### config.mk
export PLATFORM = sky130hd
export DESIGN_NAME = axi_tlb_l1_requester
export DESIGN_NICKNAME = d
export VERILOG_FILES = /design/src/rtl/axi_tlb_l1_requester.sv
export SDC_FILE = /design/constraint.sdc
export NUM_CORES = 1
export LEC_CHECK = 0
export ABC_AREA = 1
export ABC_CLOCK_PERIOD_IN_PS = 14500
export CAP_MARGIN = 20
export CORE_MARGIN = 2
export CORE_UTILIZATION = 35
export CTS_BUF_LIST = sky130_fd_sc_hd__clkbuf_4 sky130_fd_sc_hd__clkbuf_8 sky130_fd_sc_hd__clkbuf_16
export CTS_CLUSTER_DIAMETER = 100
export DETAILED_ROUTE_END_ITERATION = 10
export PLACE_DENSITY = 0.62
export SLEW_MARGIN = 20
export SYNTH_ARGS = -nofsm -noshare
export SYNTH_HDL_FRONTEND = slang
export SYNTH_SLANG_ARGS = --single-unit
### constraint.sdc
create_clock -name clk_i -period 14.5 [get_ports clk_i]
set_clock_uncertainty 0.15 [all_clocks]
set_input_delay 1.45 -clock clk_i [delete_from_list [all_inputs] [get_ports clk_i]]
set_output_delay 1.45 -clock clk_i [all_outputs]
set_load 0.05 [all_outputs]
### src/rtl/axi_tlb_l1_requester.sv
// Issues L1 translation requests for one AXI Ax channel and keeps beat fields in an
// in-order pending FIFO, then routes each result to the master port (hit) or error port (miss).
module axi_tlb_l1_requester #(
    parameter int InpAddrWidth = 32,
    parameter int OupAddrWidth = 32,
    parameter int PayloadWidth = 64,
    parameter int MaxPending   = 4
) (
    input  logic                              clk_i,
    input  logic                              rst_i,
    input  logic [InpAddrWidth-1:0]           ax_addr_i,
    input  logic [PayloadWidth-1:0]           ax_payload_i,
    input  logic                              ax_valid_i,
    output logic                              ax_ready_o,
    output logic [InpAddrWidth-1:0]           req_addr_o,
    output logic                              req_valid_o,
    input  logic                              req_ready_i,
    input  logic                              res_hit_i,
    input  logic [OupAddrWidth-1:0]           res_addr_i,
    input  logic                              res_valid_i,
    output logic                              res_ready_o,
    output logic [OupAddrWidth-1:0]           mst_addr_o,
    output logic [PayloadWidth-1:0]           mst_payload_o,
    output logic                              mst_valid_o,
    input  logic                              mst_ready_i,
    output logic [InpAddrWidth-1:0]           err_addr_o,
    output logic [PayloadWidth-1:0]           err_payload_o,
    output logic                              err_valid_o,
    input  logic                              err_ready_i,
    output logic [$clog2(MaxPending+1)-1:0]   pending_o
);

    localparam int PtrWidth = (MaxPending > 1) ? $clog2(MaxPending) : 1;
    localparam int CntWidth = $clog2(MaxPending + 1);

    // Pending FIFO storage; the head is read combinationally so it can load the
    // output register in the same cycle the result arrives.
    logic [InpAddrWidth-1:0] addr_mem    [MaxPending];
    logic [PayloadWidth-1:0] payload_mem [MaxPending];

    logic [PtrWidth-1:0] wr_ptr_reg, wr_ptr_next;
    logic [PtrWidth-1:0] rd_ptr_reg, rd_ptr_next;
    logic [CntWidth-1:0] count_reg, count_next;
    logic                full_reg, full_next;
    logic                empty;

    logic                    out_valid_reg, out_valid_next;
    logic                    hit_reg;
    logic [OupAddrWidth-1:0] oup_addr_reg;
    logic [InpAddrWidth-1:0] inp_addr_reg;
    logic [PayloadWidth-1:0] payload_reg;

    logic push;
    logic pop;
    logic out_ready;

    assign empty       = (count_reg == '0);
    assign req_addr_o  = ax_addr_i;
    assign req_valid_o = ax_valid_i && !full_reg;
    assign ax_ready_o  = req_ready_i && !full_reg;
    assign push        = ax_valid_i && req_ready_i && !full_reg;

    assign out_ready   = hit_reg ? mst_ready_i : err_ready_i;
    assign res_ready_o = !empty && (!out_valid_reg || out_ready);
    assign pop         = res_valid_i && res_ready_o;

    always_comb begin
        wr_ptr_next    = wr_ptr_reg;
        rd_ptr_next    = rd_ptr_reg;
        out_valid_next = out_valid_reg;

        if (push) begin
            wr_ptr_next = (wr_ptr_reg == PtrWidth'(MaxPending - 1)) ? '0 : wr_ptr_reg + 1'b1;
        end
        if (pop) begin
            rd_ptr_next = (rd_ptr_reg == PtrWidth'(MaxPending - 1)) ? '0 : rd_ptr_reg + 1'b1;
        end

        count_next = count_reg + CntWidth'(push) - CntWidth'(pop);
        full_next  = (count_next == CntWidth'(MaxPending));

        // A new result refills the register in the same cycle it drains.
        if (pop) begin
            out_valid_next = 1'b1;
        end else if (out_valid_reg && out_ready) begin
            out_valid_next = 1'b0;
        end
    end

    always_ff @(posedge clk_i) begin
        if (push) begin
            addr_mem[wr_ptr_reg]    <= ax_addr_i;
            payload_mem[wr_ptr_reg] <= ax_payload_i;
        end
    end

    always_ff @(posedge clk_i) begin
        if (rst_i) begin
            wr_ptr_reg    <= '0;
            rd_ptr_reg    <= '0;
            count_reg     <= '0;
            full_reg      <= 1'b0;
            out_valid_reg <= 1'b0;
            hit_reg       <= 1'b0;
            oup_addr_reg  <= '0;
            inp_addr_reg  <= '0;
            payload_reg   <= '0;
        end else begin
            wr_ptr_reg    <= wr_ptr_next;
            rd_ptr_reg    <= rd_ptr_next;
            count_reg     <= count_next;
            full_reg      <= full_next;
            out_valid_reg <= out_valid_next;
            if (pop) begin
                hit_reg      <= res_hit_i;
                oup_addr_reg <= res_addr_i;
                inp_addr_reg <= addr_mem[rd_ptr_reg];
                payload_reg  <= payload_mem[rd_ptr_reg];
            end
        end
    end

    assign mst_valid_o   = out_valid_reg && hit_reg;
    assign err_valid_o   = out_valid_reg && !hit_reg;
    assign mst_addr_o    = oup_addr_reg;
    assign mst_payload_o = payload_reg;
    assign err_addr_o    = inp_addr_reg;
    assign err_payload_o = payload_reg;
    assign pending_o     = count_reg;

    // L1 must never answer a request that was not issued.
    res_valid_needs_pending: assert property (
        @(posedge clk_i) disable iff (rst_i) res_valid_i |-> !empty
    );

endmodule

After elaboration in Yosys (flattened, before gate mapping)
Memories as Yosys holds them, arrays and structs flattened. A register that Yosys moved wholly into a read port is not among the register bits. Index checks and enable logic that the tools add are counted. Widths: inputs -> output; s select.

Divide/modulo/power cells: 0. Shift operators: 0. Multipliers: 0. Add/sub/neg operators: 4. Reduce and logical (&&, ||, !) cells: 16. Bitwise logic cells: 0. Mux-type cells: 7. Equal/unequal tests: 3. Order comparisons: 0.

Operators by type and width (count): $logic_and 1x1->1 (9); $mux 1 (5); $add 2x1->2 const B (2); $eq 2x2->1 const B (2); $logic_not 1->1 (4); $mux 2 (2); $add 3x1->3 (1); $eq 3x3->1 const B (1); $logic_not 3->1 (1); $sub 3x1->3 (1); $reduce_bool 2->1 (1); $logic_or 1x1->1 (1).

Memories: 2. Bits in read-only memories: 0. Bits in writable memories: 384. Output and inout bits: 232. Bits in latches: 0. Flip-flop bits (word level): 42.

Memory list: payload_mem (words 4, bits a word 64, read ports 1, clocked after memory_dff 1, wr ports 1, RTL line 39) `logic [PayloadWidth-1:0] payload_mem [MaxPending];`; addr_mem (words 4, bits a word 32, read ports 1, clocked after memory_dff 1, wr ports 1, RTL line 38) `logic [InpAddrWidth-1:0] addr_mem [MaxPending];`.

Longest topological paths before layout
Gate-level depths: netlist (run 1).

Depth after elaboration: 6. Mapped depth: 14. Mapped depth without buffers: 12.

Worst setup path after synthesis (run 1)
No wires, ideal clock.

Kind: input to register. Start: input ax_valid_i. End: memory addr_mem[0][0] (enable). Slack: 7.192 ns. Buffers on the path: 0. Arrival: 6.606 ns. Required time: 13.798 ns. Stages on the path: 4. Cells stage by stage: inv_1 > nor2_1 > nand2_1 > nor2_1.

Cells in the longest elaborated chain, start to end: 4.

Ends and longest elaborated chain: from (decl) (RTL line 13) `input logic ax_valid_i,`; $logic_and 1x1->1 (2 in a row) (RTL line 61) `assign push = ax_valid_i && req_ready_i && !full_reg;`; $mux 1 (RTL line 91) `if (push) begin`; $mux 1 (not written as such) (RTL line 92) `addr_mem[wr_ptr_reg] <= ax_addr_i;`; to (decl) (RTL line 38).

Every way passes these cells.

Final worst setup path (run 1)
Start: input mst_ready_i. End: output res_ready_o.

Cells in the longest elaborated chain, start to end: 3.

Ends and longest elaborated chain: from (decl) (RTL line 25) `input logic mst_ready_i,`; $mux 1 (RTL line 63) `assign out_ready = hit_reg ? mst_ready_i : err_ready_i;`; $logic_or 1x1->1 (RTL line 64) `assign res_ready_o = !empty && (!out_valid_reg || out_ready);`; $logic_and 1x1->1 (RTL line 64); to (decl) (RTL line 21) `output logic res_ready_o,`.

Every way passes these cells.

==> impl_results.md, run 1 <==
* Status: complete, no violations
* Root buffer cell: clkbuf_16
* PostCTS Resize Cnt at 0
* Max_cap viols at 0
* Seq/Total Area, Yosys at 0.675
* Cts hold-fix bufs at 0
* Final Max Tran Viols at 0
* #FFs+latches synth at 522
* Element type at the critical path start: input pin
* Max reg flops at 256
* Initial antenna violation count at 4
* Initial DRC count at 899
* DR vias/cell at 4.48
* Routed len/inst at 15.7 µm
* Peak supply drop at 154 µV
* GP Congestion at 0.729
* Reg2reg start: pending_o[1]$_SDFF_PP0_
* Diodes inserted at 0
* Maximum buffer depth of the clock tree at 3
* # IOs at about 370
* CTS Buf Count at 54
* CTS sink count at 522
* Met1 Usage GRT at 0.204
* Worst-path clk slew at 0.06 ns
* Post-synth top area share at 0.544
* Slew @ Worst Pin at 1.09 ns
* HPWL Detailed at around 29 mm
* CTS tree: built
* Post-placement cell count at 3075
* Relative slew slack at 0.275
* Layout cells sized above 1 at 0.0518
* Die area at between 60000 and 70000 µm²
* Worst EP required at 12.90 ns
* GRT Util Overall at 0.156
* Setup-failing EPs final at 0
* Die Height at approximately 250 µm
* Filler instances at roughly 5700
* Yosys cell types at 21
* Grt met3 use at 0.0313
* Pwr dens at 199 nW/µm²
* Worst skew pair latency at approximately 0.6 ns
* Arr. time, crit path at between 3 and 4 ns
* Port Buffers at 367
* Pin count of the biggest net entering global routing at 110
* Met2 usage in global routing at 0.266
* Crit Path Class: input pin to output pin
* Synthesized area per cell at 10.0 µm²
* Non-filler instance count after layout at 3175
* DRC violations left at 0
* Pre-antenna DRT Iters at 5
* Area Overhead vs Synth at 25.2%
* Worst Setup SP: mst_ready_i
* Chip width at 250 µm
* Final worst-path cycle share at 0.320
* Post-route ant nets at 0
* Htree depth at 2
* Fmax at 0.216 GHz
* Critical-path maximum fanout at 3
* YS warnings at 0
* Core ar. at 60100 µm²
* Rows at 90
* # Post-CTS Setup Buffers at 0
* Biggest register: payload_mem
* Biggest area consumer among synthesized cells: edfxtp_1
* Sequential cell area at approximately 14000 µm²
* Final Cell Area at 26500 µm²
* Final nets at 2493
* Total number of vias at 14227
* Synth area leaders: edfxtp_1, dfxtp_1, nand2_1
* Setup TNS at 0 ns
* Worst min-delay path startpoint: wr_ptr_reg[0]$_SDFFE_PP0P_
* Synthesized area at 21200 µm²
* Hold Slack at 0.358 ns
* Post-Syn Nets at 2255
* Multi-input logic area at 5010 µm²
* RSZ-0062 raised after global routing: no
* Final wirelength at roughly 50 mm
* Pleak at 10.4 nW
* Vias in the first global route at 13392
* Period minus WS final at 4.64 ns
* Initial Utilization at 0.352
* Standard cell area after detailed placement at 24700 µm²
* Cells after Synth at approximately 2100
* Crit path capture type: output pin
* First-pass GRT wire length at 76.6 mm
* Fin. Hold Viols at 0
* Hold Crit Class: flop to flop
* Grt ovf at 0
* Most crowded layer after global routing: met2
-- layout by cell type (no fill, tap or decap), drive strengths merged, types with 3 or more instances in the layout --
| cell | netlist | routed |
|---|---|---|
| nand2 | 658 | 658 |
| edfxtp | 384 | 384 |
| nor2 | 370 | 370 |
| clkdlybuf4s50 | 0 | 367 |
| o21ai | 193 | 193 |
| inv | 151 | 152 |
| dfxtp | 138 | 138 |
| clkbuf | 32 | 79 |
| buf | 170 | 17 |
| clkinv | 0 | 15 |
| ha | 7 | 7 |
| a21oi | 3 | 3 |
| bufinv | 0 | 3 |
-- final timing paths --
path | cells past startpoint | endpoint | slack [ns]
setup / recovery | 6 | res_ready_o | 9.86
hold / removal | 2 | wr_ptr_reg[0]$_SDFFE_PP0P_ | 0.36
setup reg to reg | 8 | err_addr_o[1]$_SDFFE_PP0P_ | 11.32
hold reg to reg | 2 | wr_ptr_reg[0]$_SDFFE_PP0P_ | 0.36
-- worst max-delay path, stage by stage --
cell,delay (ns)
clkdlybuf4s50_1,0.45
nand2_1,0.05
nand3_1,0.16
nand2_1,0.07
inv_1,0.06
clkdlybuf4s50_1,0.80
-- final cells by class --
cell class | instances | area share
clock inverters | 21 | 0.00783
well taps | 782 | 0.0369
flip-flops and latches | 522 | 0.539
inverters | 151 | 0.0217
clock buffers | 79 | 0.0617
multi-input cells | 1236 | 0.189
repair buffers | 384 | 0.143
-- synthesized netlist by cell type (all sizes together) --
cell type	number
a21oi	3
buf	170
clkbuf	32
dfxtp	138
edfxtp	384
fa	1
ha	7
inv	151
nand2	658
nand3	2
nand4	1
nor2	370
o21ai	193
xor2	1
-- metal layers --
| metal | vias up | part of all wire |
|---|---|---|
| li1 | 7124 | - |
| met1 | 6701 | 0.45 |
| met3 | 68 | 0.047 |
| met5 | - | 0.00088 |
| met2 | 328 | 0.49 |
| met4 | 6 | 0.019 |
-- where the power goes --
group	internal [mW]	switching (mW)	total (mW)
Sequential	1.78	0.118	1.90
Clock	0.837	0.567	1.40
Combinational	0.596	1.38	1.97
-- metrics by stage --
step           total power [mW]   util  setup WS (ns)
4_1_cts                    5.36  0.441           9.86
3_5_place_dp               3.93  0.410           9.76
3_3_place_gp               3.90  0.410           9.78
5_1_grt                    5.58  0.441           9.79
6_report                   5.28  0.441           9.86
2_1_floorplan              3.41      -           7.19
-- cells by family (layout without fill, tap and decap cells) --
| logic type | count (synthesis) | after routing | synth area share |
|---|---|---|---|
| XOR/XNOR | 1 | 1 | 0.000414 |
| AO/OA/AOI/OAI | 196 | 196 | 0.0463 |
| AND/OR/NAND/NOR | 1031 | 1031 | 0.183 |
| flip-flops | 522 | 522 | 0.675 |
| buffers and inverters | 353 | 635 | 0.0903 |
| adder cells (fa/ha/maj) | 8 | 8 | 0.00508 |
Power figures use the tool's default switching activity.
==> run 2, diff against run 1 <==
--- a/config.mk
+++ b/config.mk
@@ -6,14 +6,14 @@
 export NUM_CORES = 1
 export LEC_CHECK = 0
 export ABC_AREA = 1
-export ABC_CLOCK_PERIOD_IN_PS = 14500
+export ABC_CLOCK_PERIOD_IN_PS = 4100
 export CAP_MARGIN = 20
 export CORE_MARGIN = 2
 export CORE_UTILIZATION = 35
 export CTS_BUF_LIST = sky130_fd_sc_hd__clkbuf_4 sky130_fd_sc_hd__clkbuf_8 sky130_fd_sc_hd__clkbuf_16
 export CTS_CLUSTER_DIAMETER = 100
 export DETAILED_ROUTE_END_ITERATION = 10
-export PLACE_DENSITY = 0.62
+export PLACE_DENSITY = 0.64
 export SLEW_MARGIN = 20
 export SYNTH_ARGS = -nofsm -noshare
 export SYNTH_HDL_FRONTEND = slang
==> constraint.sdc (replaced) <==
create_clock -name clk_i -period 4.1 [get_ports clk_i]
set_clock_uncertainty 0.15 [all_clocks]
set_input_delay 0.41 -clock clk_i [delete_from_list [all_inputs] [get_ports clk_i]]
set_output_delay 0.41 -clock clk_i [all_outputs]
set_load 0.05 [all_outputs]
==> impl_results.md, run 2 (synthesized netlist as in run 1, its figures left out) <==
* Status: complete, no violations
* Area Overhead vs Synth at 26.2%
* Arr. time, crit path at 2.13 ns (-0.91 ns)
* Routed len/inst at 15.5 µm (-1.1%)
* Slew @ Worst Pin at 0.955 ns (-0.133 ns)
* Post-Place Worst Slack at 1.09 ns (-8.67 ns)
* Hold Slack at 0.238 ns (-0.120 ns)
* DR vias/cell at 4.52 (+0.79%)
* Post-route ant nets at 0 (unchanged)
* WL met3 at 2.58 mm (+9.8%)
* Vias in the first global route at 14110 (+5.4%)
* Uppermost layer routed: met5
* Initial antenna violation count at 5 (+1)
* Power Internal at 11.6 mW (+260%)
* # IOs at 368 (unchanged)
* Cts hold-fix bufs at 0 (unchanged)
* GP Congestion at 0.752 (+3.2%)
* CP max stage cell: clkdlybuf4s50_1
* Die area at 62500 µm² (unchanged)
* Chip width at 250 µm (unchanged)
* Critical-path maximum fanout at 4 (+1)
* Fin. Hold Viols at 0 (unchanged)
* Rows at 90 (unchanged)
* Hold Crit Class: input pin to flop
* Clock power share at 0.274 (+0.008)
* Final worst-path cycle share at 0.656
* Total number of vias at 14371 (+1.0%)
* Period minus WS final at between 2 and 3 ns
* DRC violations left at 0 (unchanged)
* Pre-antenna DRT Iters at 4 (-1)
* Crit Path Class: flop to output pin
* Max reg flops at 256 (unchanged)
* Worst-path cell chain: nand2_1 -> nand3_1 -> nand2_1 -> inv_1 -> clkdlybuf4s50_1
* Pin count of the biggest net entering global routing at 195 (+77%)
* Fmax at 0.372 GHz
* Final wirelength at 49.3 mm (-0.85%)
* PostCTS Resize Cnt at 0 (unchanged)
* Relative slew slack at 0.363 (+0.0887)
* RSZ-0062 raised after global routing: no
* Grt ovf at 0 (unchanged)
* HPWL Detailed at 27.5 mm (-4.4%)
* CTS sink count at 522 (unchanged)
* Maximum buffer depth of the clock tree at 3 (unchanged)
* Standard cell area after detailed placement at 24800 µm² (+0.43%)
* Top cell by count, worst path: nand2_1
* Crit path capture type: output pin
* Comb pwr share at 0.374 (about the same)
* Initial Utilization at 0.352 (unchanged)
* Worst EP required at 3.54 ns (-9.36 ns)
* Reg2reg start: full_reg$_SDFF_PP0_
* Pwr dens at 708 nW/µm² (+260%)
* Peak supply drop at 587 µV (+280%)
* # Post-CTS Setup Buffers at 0 (unchanged)
* GRT Util Overall at 0.156 (about the same)
* CTS tree: built
* Initial DRC count at 780 (-13%)
* Worst setup margin at 1.41 ns (-8.45 ns)
* Final Cell Area at 26700 µm² (+0.76%)
* Final Max Tran Viols at 0 (unchanged)
* Pleak at 10.5 nW (+0.76%)
* Setup TNS at 0 ns (unchanged)
* Setup-failing EPs final at 0 (unchanged)
* Core ar. at 60100 µm² (unchanged)
* Sw Ratio at 0.387 (-0.00405)
* First-pass GRT wire length at 77.1 mm (+0.66%)
* Worst-path clk slew at 0.06 ns (about the same)
* Worst min-delay path startpoint: res_addr_i[29]
* Worst skew pair latency at 0.61 ns (about the same)
* Commonest cells after routing, fill and taps aside: nand2_1, edfxtp_1, clkdlybuf4s50_1, nor2_1, inv_1
* Commonest non-fill, non-tap cell in the layout: nand2_1
* Element type at the critical path start: flop
* CTS Buf Count at 56 (+3.7%)
* Switching power total at 7.32 mW (+250%)
* Layout cells sized above 1 at 0.0534 (+0.00156)
* Power share of the sequential group at 0.353 (-0.007)
* Root buffer cell: clkbuf_16
* Final nets at 2494 (+0.040%)
* Port Buffers at 367 (unchanged)
* Worst Setup SP: hit_reg$_SDFFE_PP0P_
* Biggest register: payload_mem
* Detailed-routed wire length on met2 at 24.3 mm (+0.37%)
* Htree depth at 2 (unchanged)
* Max stage delay on crit path at 0.80 ns (about the same)
* Max_cap viols at 0 (unchanged)
* Metal-1 WL at 21.3 mm (-3.9%)
* Die Height at 250 µm (unchanged)
## run 2: cell types whose count changed in the layout (fill, tap and decap cells not counted), sizes merged
cell / before / now
diode: 0 / 2
clkbuf: 79 / 83
bufinv: 3 / 5
buf: 17 / 16
clkinv: 15 / 16
inv: 152 / 151
## run 2: final cells by class
| cell class | instances | area (µm²) |
|---|---|---|
| clock buffer | 83 | 1680 |
| timing repair buffer | 383 | 3910 |
| inverter | 151 | 576 |
| tap | 782 | 978 |
| antenna | 2 | 5.00 |
| clock inverter | 23 | 260 |
| sequential | 522 | 14300 |
| multi-input combinational | 1236 | 5010 |
| fill | 5568 | 33400 |
## run 2: metrics by stage
step                total power, mW  instances   util
floorplan                      12.0       2111      -
detailed placement             13.9       3074  0.412
finish                         18.9       3182  0.444
CTS                            19.1       3180  0.444
global placement               13.8       3074  0.412
global route                   19.9       3181  0.444
## run 2: power groups by stage
stage	sequential, mW	combinational, mW	clock (mW)
global route	6.74	7.68	5.52
global placement	6.75	7.06	0
floorplan	8.20	3.84	0
detailed placement	6.78	7.11	0
CTS	6.68	7.15	5.32
finish	6.67	7.07	5.18
## run 2: path summary, 6_finish.rpt
check | endpoint | slack [ns] | cells after the start
setup / recovery | res_ready_o | 1.41 | 5
hold / removal | mst_addr_o[29]$_SDFFE_PP0P_ | 0.24 | 3
setup reg to reg | full_reg$_SDFF_PP0_ | 1.65 | 9
hold reg to reg | mst_addr_o[6]$_SDFFE_PP0P_ | 0.36 | 4
## run 2: worst max-delay path: cells and delay by family, from the launching register on
family,cells,cell delay [ns]
buffers and inverters,2,0.85
flip-flops,1,0.38
AND/OR/NAND/NOR,3,0.31
## run 2: per-layer routing
metal | global-route usage | vias to the layer above
met5 | 0 | -
met4 | 0.0469 | 8
met3 | 0.0301 | 78
met2 | 0.278 | 352
met1 | 0.190 | 6791
li1 | - | 7142
